==> src/rtl/audio_pkg.sv <==
// Shared constants and types for the audio level meter chain.
package audio_pkg;

  localparam logic WS_LEFT     = 1'b0;
  localparam int   AUDIO_WIDTH = 32;
  localparam int   SYNC_MIN    = 2;

  // The receiver stays disarmed until it has seen one frame boundary.
  typedef enum logic {
    RX_DISARMED = 1'b0,
    RX_ARMED    = 1'b1
  } rx_state_e;

endpackage

==> src/rtl/i2s_input_sync.sv <==
// Brings the asynchronous I2S pins into the clk domain and turns SCK rising
// edges into a one-cycle strobe, with ws and sd aligned to that strobe.
module i2s_input_sync
  import audio_pkg::*;
#(
  parameter int sync_stages = SYNC_MIN
) (
  input  logic clk,
  input  logic reset,
  input  logic i2s_sck,
  input  logic i2s_ws,
  input  logic i2s_sd,
  output logic sck_strobe,
  output logic ws_now,
  output logic sd_now
);

  logic [sync_stages-1:0] sck_sync;
  logic [sync_stages-1:0] ws_sync;
  logic [sync_stages-1:0] sd_sync;
  logic                   sck_prev;

  // All three pins share one depth so ws/sd line up with the sck edge.
  always_ff @(posedge clk) begin
    if (reset) begin
      sck_sync   <= '0;
      ws_sync    <= '0;
      sd_sync    <= '0;
      sck_prev   <= 1'b0;
      sck_strobe <= 1'b0;
      ws_now     <= 1'b0;
      sd_now     <= 1'b0;
    end else begin
      sck_sync   <= {sck_sync[sync_stages-2:0], i2s_sck};
      ws_sync    <= {ws_sync[sync_stages-2:0], i2s_ws};
      sd_sync    <= {sd_sync[sync_stages-2:0], i2s_sd};
      sck_prev   <= sck_sync[sync_stages-1];
      sck_strobe <= sck_sync[sync_stages-1] & ~sck_prev;
      ws_now     <= ws_sync[sync_stages-1];
      sd_now     <= sd_sync[sync_stages-1];
    end
  end

endmodule

==> src/rtl/i2s_receiver.sv <==
// I2S deserializer: assembles left-justified channel words and presents them
// as valid/ready beats, dropping (and flagging) words the sink cannot take.
module i2s_receiver
  import audio_pkg::*;
#(
  parameter int width       = AUDIO_WIDTH,
  parameter int sync_stages = SYNC_MIN
) (
  input  logic             clk,
  input  logic             reset,
  input  logic             i2s_sck,
  input  logic             i2s_ws,
  input  logic             i2s_sd,
  output logic             o_valid,
  input  logic             o_ready,
  output logic             o_is_left,
  output logic [width-1:0] o_data,
  output logic             o_overrun
);

  localparam int               count_w    = $clog2(width + 1);
  localparam logic [count_w-1:0] count_full = count_w'(width);

  logic             sck_strobe;
  logic             ws_now;
  logic             sd_now;
  logic [count_w-1:0] bit_count;
  logic [width-1:0] shift_reg;
  logic [width-1:0] shift_next;
  logic             ws_prev;
  logic             boundary;
  rx_state_e        state;
  rx_state_e        state_next;
  logic             word_done;
  logic [width-1:0] word_data;
  logic             word_left;

  i2s_input_sync #(
    .sync_stages(sync_stages)
  ) u_sync (
    .clk       (clk),
    .reset     (reset),
    .i2s_sck   (i2s_sck),
    .i2s_ws    (i2s_ws),
    .i2s_sd    (i2s_sd),
    .sck_strobe(sck_strobe),
    .ws_now    (ws_now),
    .sd_now    (sd_now)
  );

  assign boundary = sck_strobe && (ws_now != ws_prev);

  // Once the counter saturates no position matches, so extra bits fall away.
  always_comb begin
    shift_next = shift_reg;
    for (int i = 0; i < width; i++) begin
      if (bit_count == count_w'(width - 1 - i)) begin
        shift_next[i] = sd_now;
      end
    end
  end

  always_comb begin
    state_next = state;
    if (boundary) begin
      state_next = RX_ARMED;
    end
  end

  always_ff @(posedge clk) begin
    if (reset) begin
      state <= RX_DISARMED;
    end else begin
      state <= state_next;
    end
  end

  // The boundary bit is the LSB of the word that is ending (one-bit delay).
  always_ff @(posedge clk) begin
    if (reset) begin
      bit_count <= '0;
      shift_reg <= '0;
      ws_prev   <= 1'b0;
      word_done <= 1'b0;
      word_data <= '0;
      word_left <= 1'b0;
    end else begin
      word_done <= 1'b0;
      if (boundary) begin
        word_done <= (state == RX_ARMED);
        word_data <= shift_next;
        word_left <= (ws_prev == WS_LEFT);
        bit_count <= '0;
        shift_reg <= '0;
        ws_prev   <= ws_now;
      end else if (sck_strobe) begin
        shift_reg <= shift_next;
        if (bit_count != count_full) begin
          bit_count <= bit_count + 1'b1;
        end
      end
    end
  end

  // A completion coinciding with a transfer reloads without a bubble.
  always_ff @(posedge clk) begin
    if (reset) begin
      o_valid   <= 1'b0;
      o_data    <= '0;
      o_is_left <= 1'b0;
      o_overrun <= 1'b0;
    end else begin
      o_overrun <= 1'b0;
      if (word_done) begin
        if (!o_valid || o_ready) begin
          o_valid   <= 1'b1;
          o_data    <= word_data;
          o_is_left <= word_left;
        end else begin
          o_overrun <= 1'b1;
        end
      end else if (o_valid && o_ready) begin
        o_valid <= 1'b0;
      end
    end
  end

endmodule

==> config.mk <==
export PLATFORM = sky130hd
export DESIGN_NAME = i2s_receiver
export DESIGN_NICKNAME = d
export VERILOG_FILES = /design/src/rtl/audio_pkg.sv /design/src/rtl/i2s_input_sync.sv /design/src/rtl/i2s_receiver.sv
export SDC_FILE = /design/constraint.sdc
export NUM_CORES = 1
export LEC_CHECK = 0
export BUFFER_PORTS_ARGS = -buffer_cell sky130_fd_sc_hd__buf_2
export CAP_MARGIN = 10
export CORE_ASPECT_RATIO = 0.6
export CORE_MARGIN = 2
export CORE_UTILIZATION = 40
export CTS_BUF_LIST = sky130_fd_sc_hd__clkbuf_16
export DETAILED_ROUTE_END_ITERATION = 7
export SETUP_SLACK_MARGIN = 0.1
export SYNTH_ARGS = -nofsm -noshare
export SYNTH_HDL_FRONTEND = slang
export SYNTH_HIERARCHICAL = 1
export SYNTH_SLANG_ARGS = --single-unit
==> constraint.sdc <==
create_clock -name clk -period 1.84 [get_ports clk]
set_clock_uncertainty 0.15 [all_clocks]
set_input_delay 0.184 -clock clk [delete_from_list [all_inputs] [get_ports clk]]
set_output_delay 0.184 -clock clk [all_outputs]
set_load 0.01 [all_outputs]
==> impl_results.md, run 1 <==
* Max VDD drop at 0.0006410 V
* Worst EP required at 1.98 ns
* Total core area at 12690 µm²
* Setup Viol. Count Final at 0
* Area grow syn2layout at 22.65%
* Post-synth top cells: dfxtp_1 (119), a21oi_1 (69), nand3_1 (66), o21ai_0 (66), clkbuf_1 (40)
* Die Span X at 150.5 µm
* Detailed Route WL at 14.36 mm
* Critical Path Max Stage Delay at 0.45 ns
* Area after DPL at 5557 µm²
* TritonCTS clock tree: done
* Via total after detailed routing at 4707
* RSZ-0062 raised after global routing: true
* Reg clk slew, reported paths at 0.06 ns
* Clock net sink count at 119
* Crit-path cells: inv_2, ha_1, or3b_4, o2111ai_1, o211ai_1
* Top-count cell post-synth: dfxtp_1
* Routability-driven placement congestion ratio at 0.8663
* Min Tclk post-route at 1.668 ns
* Global route total overflow at 0
* Hold WS at 0.06146 ns
* First-pass DRT Iterations at 5
* Peak Freq at 599.6 MHz
* Clock Latency Late Sink at 0.42 ns
* Critical Path Slowest Stage Cell: or3b_4
* Reg area at 2389 µm²
* CTS H-Tree Depth at 4
* Netlist Area Pre-Place at 5154 µm²
* Synthesized flop and latch total at 119
* Max cap viols at 0
* Max FO, Critical Path at 8
* Slew Viols, Final at 0
* Ports at 41
* Final nets at 636
* Post-Layout Inst Area at 6321 µm²
* CP Class: flip-flop to flip-flop
* Share of cells above drive strength 1 at 22.07%
* Run status: completed
* Period utilisation layout at 90.64%
* Sequential share of the synthesized area at 46.22%
* Mean Syn Cell Area at 8.618 µm²
* Die Y at 91.93 µm
* Row count at 32
* Total track usage at 21.55%
* Vias in the first global route at 4470
* TritonCTS buffer count at 17
* Vias per std cell at 5.818
* Root Buffer: clkbuf_16
* Arrival time at the worst endpoint at 1.81 ns
* Post-Syn Instances at 598
* Die footprint at 13840 µm²
* Routed WL per cell at 17.75 µm
* ANT nets after route at 0
* CTS Buffer Depth at 2
* CP Launch Type: flip-flop
* Net count after synthesis at 608
* Synth async-reset ratio at 0%
* First-pass GRT wire length at 23.27 mm
* PD cells at 984.3 nW/µm²
* Worst hold-check path type: input pin to flip-flop
* Final Hold Vio Count at 0
* Top post-synthesis cells by area: dfxtp_1 (46%), a21oi_1 (6.7%), nand3_1 (6.4%)
* LEAKAGE at 2.152 nW
* Multi-input gate area in the final layout at 2415 µm²
* Crit. End Element: flip-flop
* Initial antenna violation count at 0
* Yosys synthesis warning count at 6
* Worst slew margin at 66.92%
* Post-synth cell types at 35
* Largest net degree at the start of global routing at 69
* Share of the synthesized area in the top cell type at 46.22%
* Residual DRC at 0
* I/O Buffers at 40
* Antenna diode count at 0
* Fill count at 1162
* Post-synth top area cell: dfxtp_1
* Final setup TNS at 0 ns
* EDFF count, synth at 0
* Slew @ Worst Pin at 0.4962 ns
* Post-DP HPWL at 9.157 mm
* First DRT Iteration DRCs at 363
* Initial core utilization at 40.61%
* Top_reg_cell synth: dfxtp_1
[what timing repair did]
action,4_1_cts,5_1_grt
resized for setup,7,17
endpoints found under the setup margin,31,60
buffers inserted,2,4
hold buffers,3,0
hold endpoints to repair,3,0
[metrics by stage]
| step | total power [mW] | util [%] | cells | setup slack [ns] |
|---|---|---|---|---|
| final | 6.222 | 49.80 | 809 | 0.1723 |
| after global routing | 6.409 | 49.80 | 809 | 0.08415 |
| after CTS | 6.255 | 49.20 | 805 | 0.1046 |
| after detailed placement | 2.782 | 43.78 | 768 | 0.01146 |
| after global placement | 2.778 | 43.78 | 768 | 0.06596 |
| after floorplan | 2.739 | - | 598 | 0.08790 |
[worst max-delay path, delay by kind of cell (launching register included)]
kind | cells | cell delay, ns
fa+ha+maj | 1 | 0.17
compound gates | 2 | 0.34
simple gates | 1 | 0.45
buf+inv | 1 | 0.08
flops | 1 | 0.36
[metal layers]
metal	share of wire (%)	GRT usage [%]	wire, µm
met1	50	30.52	7162
met2	43	31.67	6234
met3	5.5	5.970	793
met4	1.2	6.761	166
met5	0	0	0
[cells by family (layout without fill, tap and decap cells)]
logic type | count (synthesis) | count (layout) | synth area share (%)
adders and majority gates | 4 | 4 | 0.9711
DFF | 119 | 119 | 46.22
and+or+nand+nor | 155 | 155 | 18.43
xor gates and xnor gates | 3 | 3 | 0.6556
buffers and inverters | 107 | 148 | 8.643
AOI/OAI and AO/OA | 207 | 207 | 24.50
muxes | 3 | 3 | 0.5827
[cells in the final DEF (no fill, tap or decap), drive strengths merged, types with 3 or more instances in the layout]
cell	count
dfxtp	119
buf	75
a21oi	69
nand3	66
o21ai	66
inv	43
nand4	34
o2111ai	33
o211ai	32
clkbuf	17
nor2b	11
and3b	8
clkinv	7
nor3b	7
nand3b	6
nand2	5
or3b	5
a211o	4
nor2	4
ha	4
nand2b	3
mux2i	3
bufinv	3
dlygate4sd3	3
and3	3
xor2	3
[power breakdown]
part           internal, mW  switching [mW]  total, mW
logic                0.0459          0.0985      0.144
registers              2.59         0.00740       2.59
clock network          2.16            1.32       3.48
[layout make-up]
class                      count  area share, %
timing repair buffer          78          8.591
tap                          170          3.365
sequential                   119          37.79
clock inverter                15          3.068
clock buffer                  17          6.730
multi-input combinational    372          38.20
inverter                      38          2.257
[worst paths after layout]
kind | cells after the start | to | from | slack, ns
max | 5 | word_data[13]$_SDFFE_PP0P_ | bit_count[0]$_SDFFE_PP0P_ | 0.17
min | 3 | bit_count[0]$_SDFFE_PP0P_ | reset | 0.06
max reg2reg | 5 | word_data[13]$_SDFFE_PP0P_ | bit_count[0]$_SDFFE_PP0P_ | 0.17
min reg2reg | 1 | u_sync/sck_strobe$_SDFF_PP0_ | u_sync/sck_prev$_SDFF_PP0_ | 0.26
(Power assumes the default switching activity.)
==> run 2: changes to the inputs <==
--- a/config.mk
+++ b/config.mk
@@ -8,7 +8,7 @@
 export BUFFER_PORTS_ARGS = -buffer_cell sky130_fd_sc_hd__buf_2
 export CAP_MARGIN = 10
 export CORE_ASPECT_RATIO = 0.6
-export CORE_MARGIN = 2
+export CORE_MARGIN = 4
 export CORE_UTILIZATION = 40
 export CTS_BUF_LIST = sky130_fd_sc_hd__clkbuf_16
 export DETAILED_ROUTE_END_ITERATION = 7
==> impl_results.md, run 2 (synthesis results as in run 1) <==
* Run status: completed
* Routed WL per cell at 18.33 µm
* Die Span X at 154.5 µm
* Final nets at 632
* Clock Latency Late Sink at 0.41 ns
* Root Buffer: clkbuf_16
* Initial core utilization at 41.78%
* LEAKAGE at 2.144 nW
* CP Class: flip-flop to flip-flop
* Post-DP HPWL at 9.141 mm
* Most frequent cells in the layout: dfxtp_1 (115), a21oi_1 (69), nand3_1 (66), o21ai_0 (66), buf_2 (40)
* Crit. End Element: flip-flop
* Routability-driven placement congestion ratio at 0.8438
* Max cap viols at 0
* TritonCTS buffer count at 17
* Worst hold-check path type: input pin to flip-flop
* Worst EP required at 1.97 ns
* Most common cell after layout, fill and taps aside: dfxtp_1
* Share of cells above drive strength 1 at 21.10%
* Die Y at 95.93 µm
* Initial antenna violation count at 0
* TritonCTS clock tree: done
* Global route total overflow at 0
* Largest net degree at the start of global routing at 72
* Tot Pwr at 6.386 mW
* Hold WS at 0.06627 ns
* First-pass DRT Iterations at 5
* Max VDD drop at 0.0006553 V
* Min Tclk post-route at 1.721 ns
* Ports at 41
* Clock net sink count at 119
* Period utilisation layout at 93.51%
* RSZ-0062 raised after global routing: true
* Area grow syn2layout at 22.21%
* Arrival time at the worst endpoint at 1.85 ns
* Total track usage at 19.79%
* Worst slew margin at 62.73%
* Die footprint at 14820 µm²
* Max FO, Critical Path at 8
* Reg clk slew, reported paths at 0.05 ns
* Slew Viols, Final at 0
* I/O Buffers at 40
* Final Util at 51.07%
* Vias per std cell at 5.969
* CP Launch Type: flip-flop
* Residual DRC at 0
* Antenna diode count at 0
* Row count at 31
* Final worst setup slack at 0.1194 ns
* Final Hold Vio Count at 0
* Setup Viol. Count Final at 0
* First-pass GRT wire length at 23.38 mm
* CTS Buffer Depth at 2
* Total core area at 12330 µm²
* First DRT Iteration DRCs at 506
* PD cells at 1014 nW/µm²
* Vias in the first global route at 4388
* ANT nets after route at 0
* Slew @ Worst Pin at 0.5566 ns
* Setup WS pre-CTS at -0.04127 ns
* Peak Freq at 581.2 MHz
* CTS H-Tree Depth at 4
* Via total after detailed routing at 4775
* Detailed Route WL at 14.67 mm
==> run 2: changes by cell type in the layout (fill, tap and decap cells not counted), sizes merged <==
| cell | previous run | this run |
|---|---|---|
| clkinvlp | 0 | 1 |
| clkinv | 7 | 6 |
| bufinv | 3 | 5 |
| inv | 43 | 41 |
| buf | 75 | 71 |
==> run 2: where the power goes <==
part           leakage [nW]  switching, mW  internal (mW)
registers             0.962        0.00706           2.59
clock network         0.317           1.24           2.41
logic                 0.865         0.0993         0.0425
total                  2.14           1.35           5.04
==> run 2: area by class of cell <==
type / instances / area, µm²
tap: 165 / 206.4
timing repair buffer: 74 / 500.5
sequential: 119 / 2387
fill: 1143 / 6036
inverter: 38 / 142.6
clock buffer: 17 / 425.4
multi-input combinational: 372 / 2410
clock inverter: 15 / 226.5
==> run 2: metrics by stage <==
step | instance area (µm²) | cells | setup TNS, ns
after floorplan | 5162 | 598 | 0
after global placement | 5508 | 759 | 0
after detailed placement | 5508 | 759 | -0.05938
after CTS | 6210 | 794 | 0
after global routing | 6299 | 800 | 0
final | 6299 | 800 | 0
==> run 2: what timing repair did <==
action	in CTS	in global routing
resized for setup	8	12
setup buffers	0	6
hold endpoints to repair	3	0
pin swaps	0	1
hold buffers	3	0
setup endpoints to repair	35	46
==> run 2: worst max-delay path: stages, from the launching register on <==
cell	delay, ns
dfxtp_1	0.35
inv_2	0.09
ha_2	0.21
or3b_4	0.45
o2111ai_1	0.23
o211ai_1	0.12
==> run 2: path summary, 6_finish.rpt <==
kind | from | to | slack, ns | cells past startpoint
max reg2reg | bit_count[1]$_SDFFE_PP0P_ | word_data[15]$_SDFFE_PP0P_ | 0.12 | 5
min | reset | bit_count[1]$_SDFFE_PP0P_ | 0.07 | 3
max | bit_count[1]$_SDFFE_PP0P_ | word_data[15]$_SDFFE_PP0P_ | 0.12 | 5
min reg2reg | u_sync/sck_prev$_SDFF_PP0_ | u_sync/sck_strobe$_SDFF_PP0_ | 0.26 | 1
==> run 2: metal layers <==
layer  vias to the layer above  wire length [µm]  global-route usage [%]
met1                      2299              6868                   28.19
met2                       210              6459                   29.50
met5                         -                 0                       0
met4                         0               158                   4.555
li1                       2247                 -                       -
met3                        19              1179                   6.020
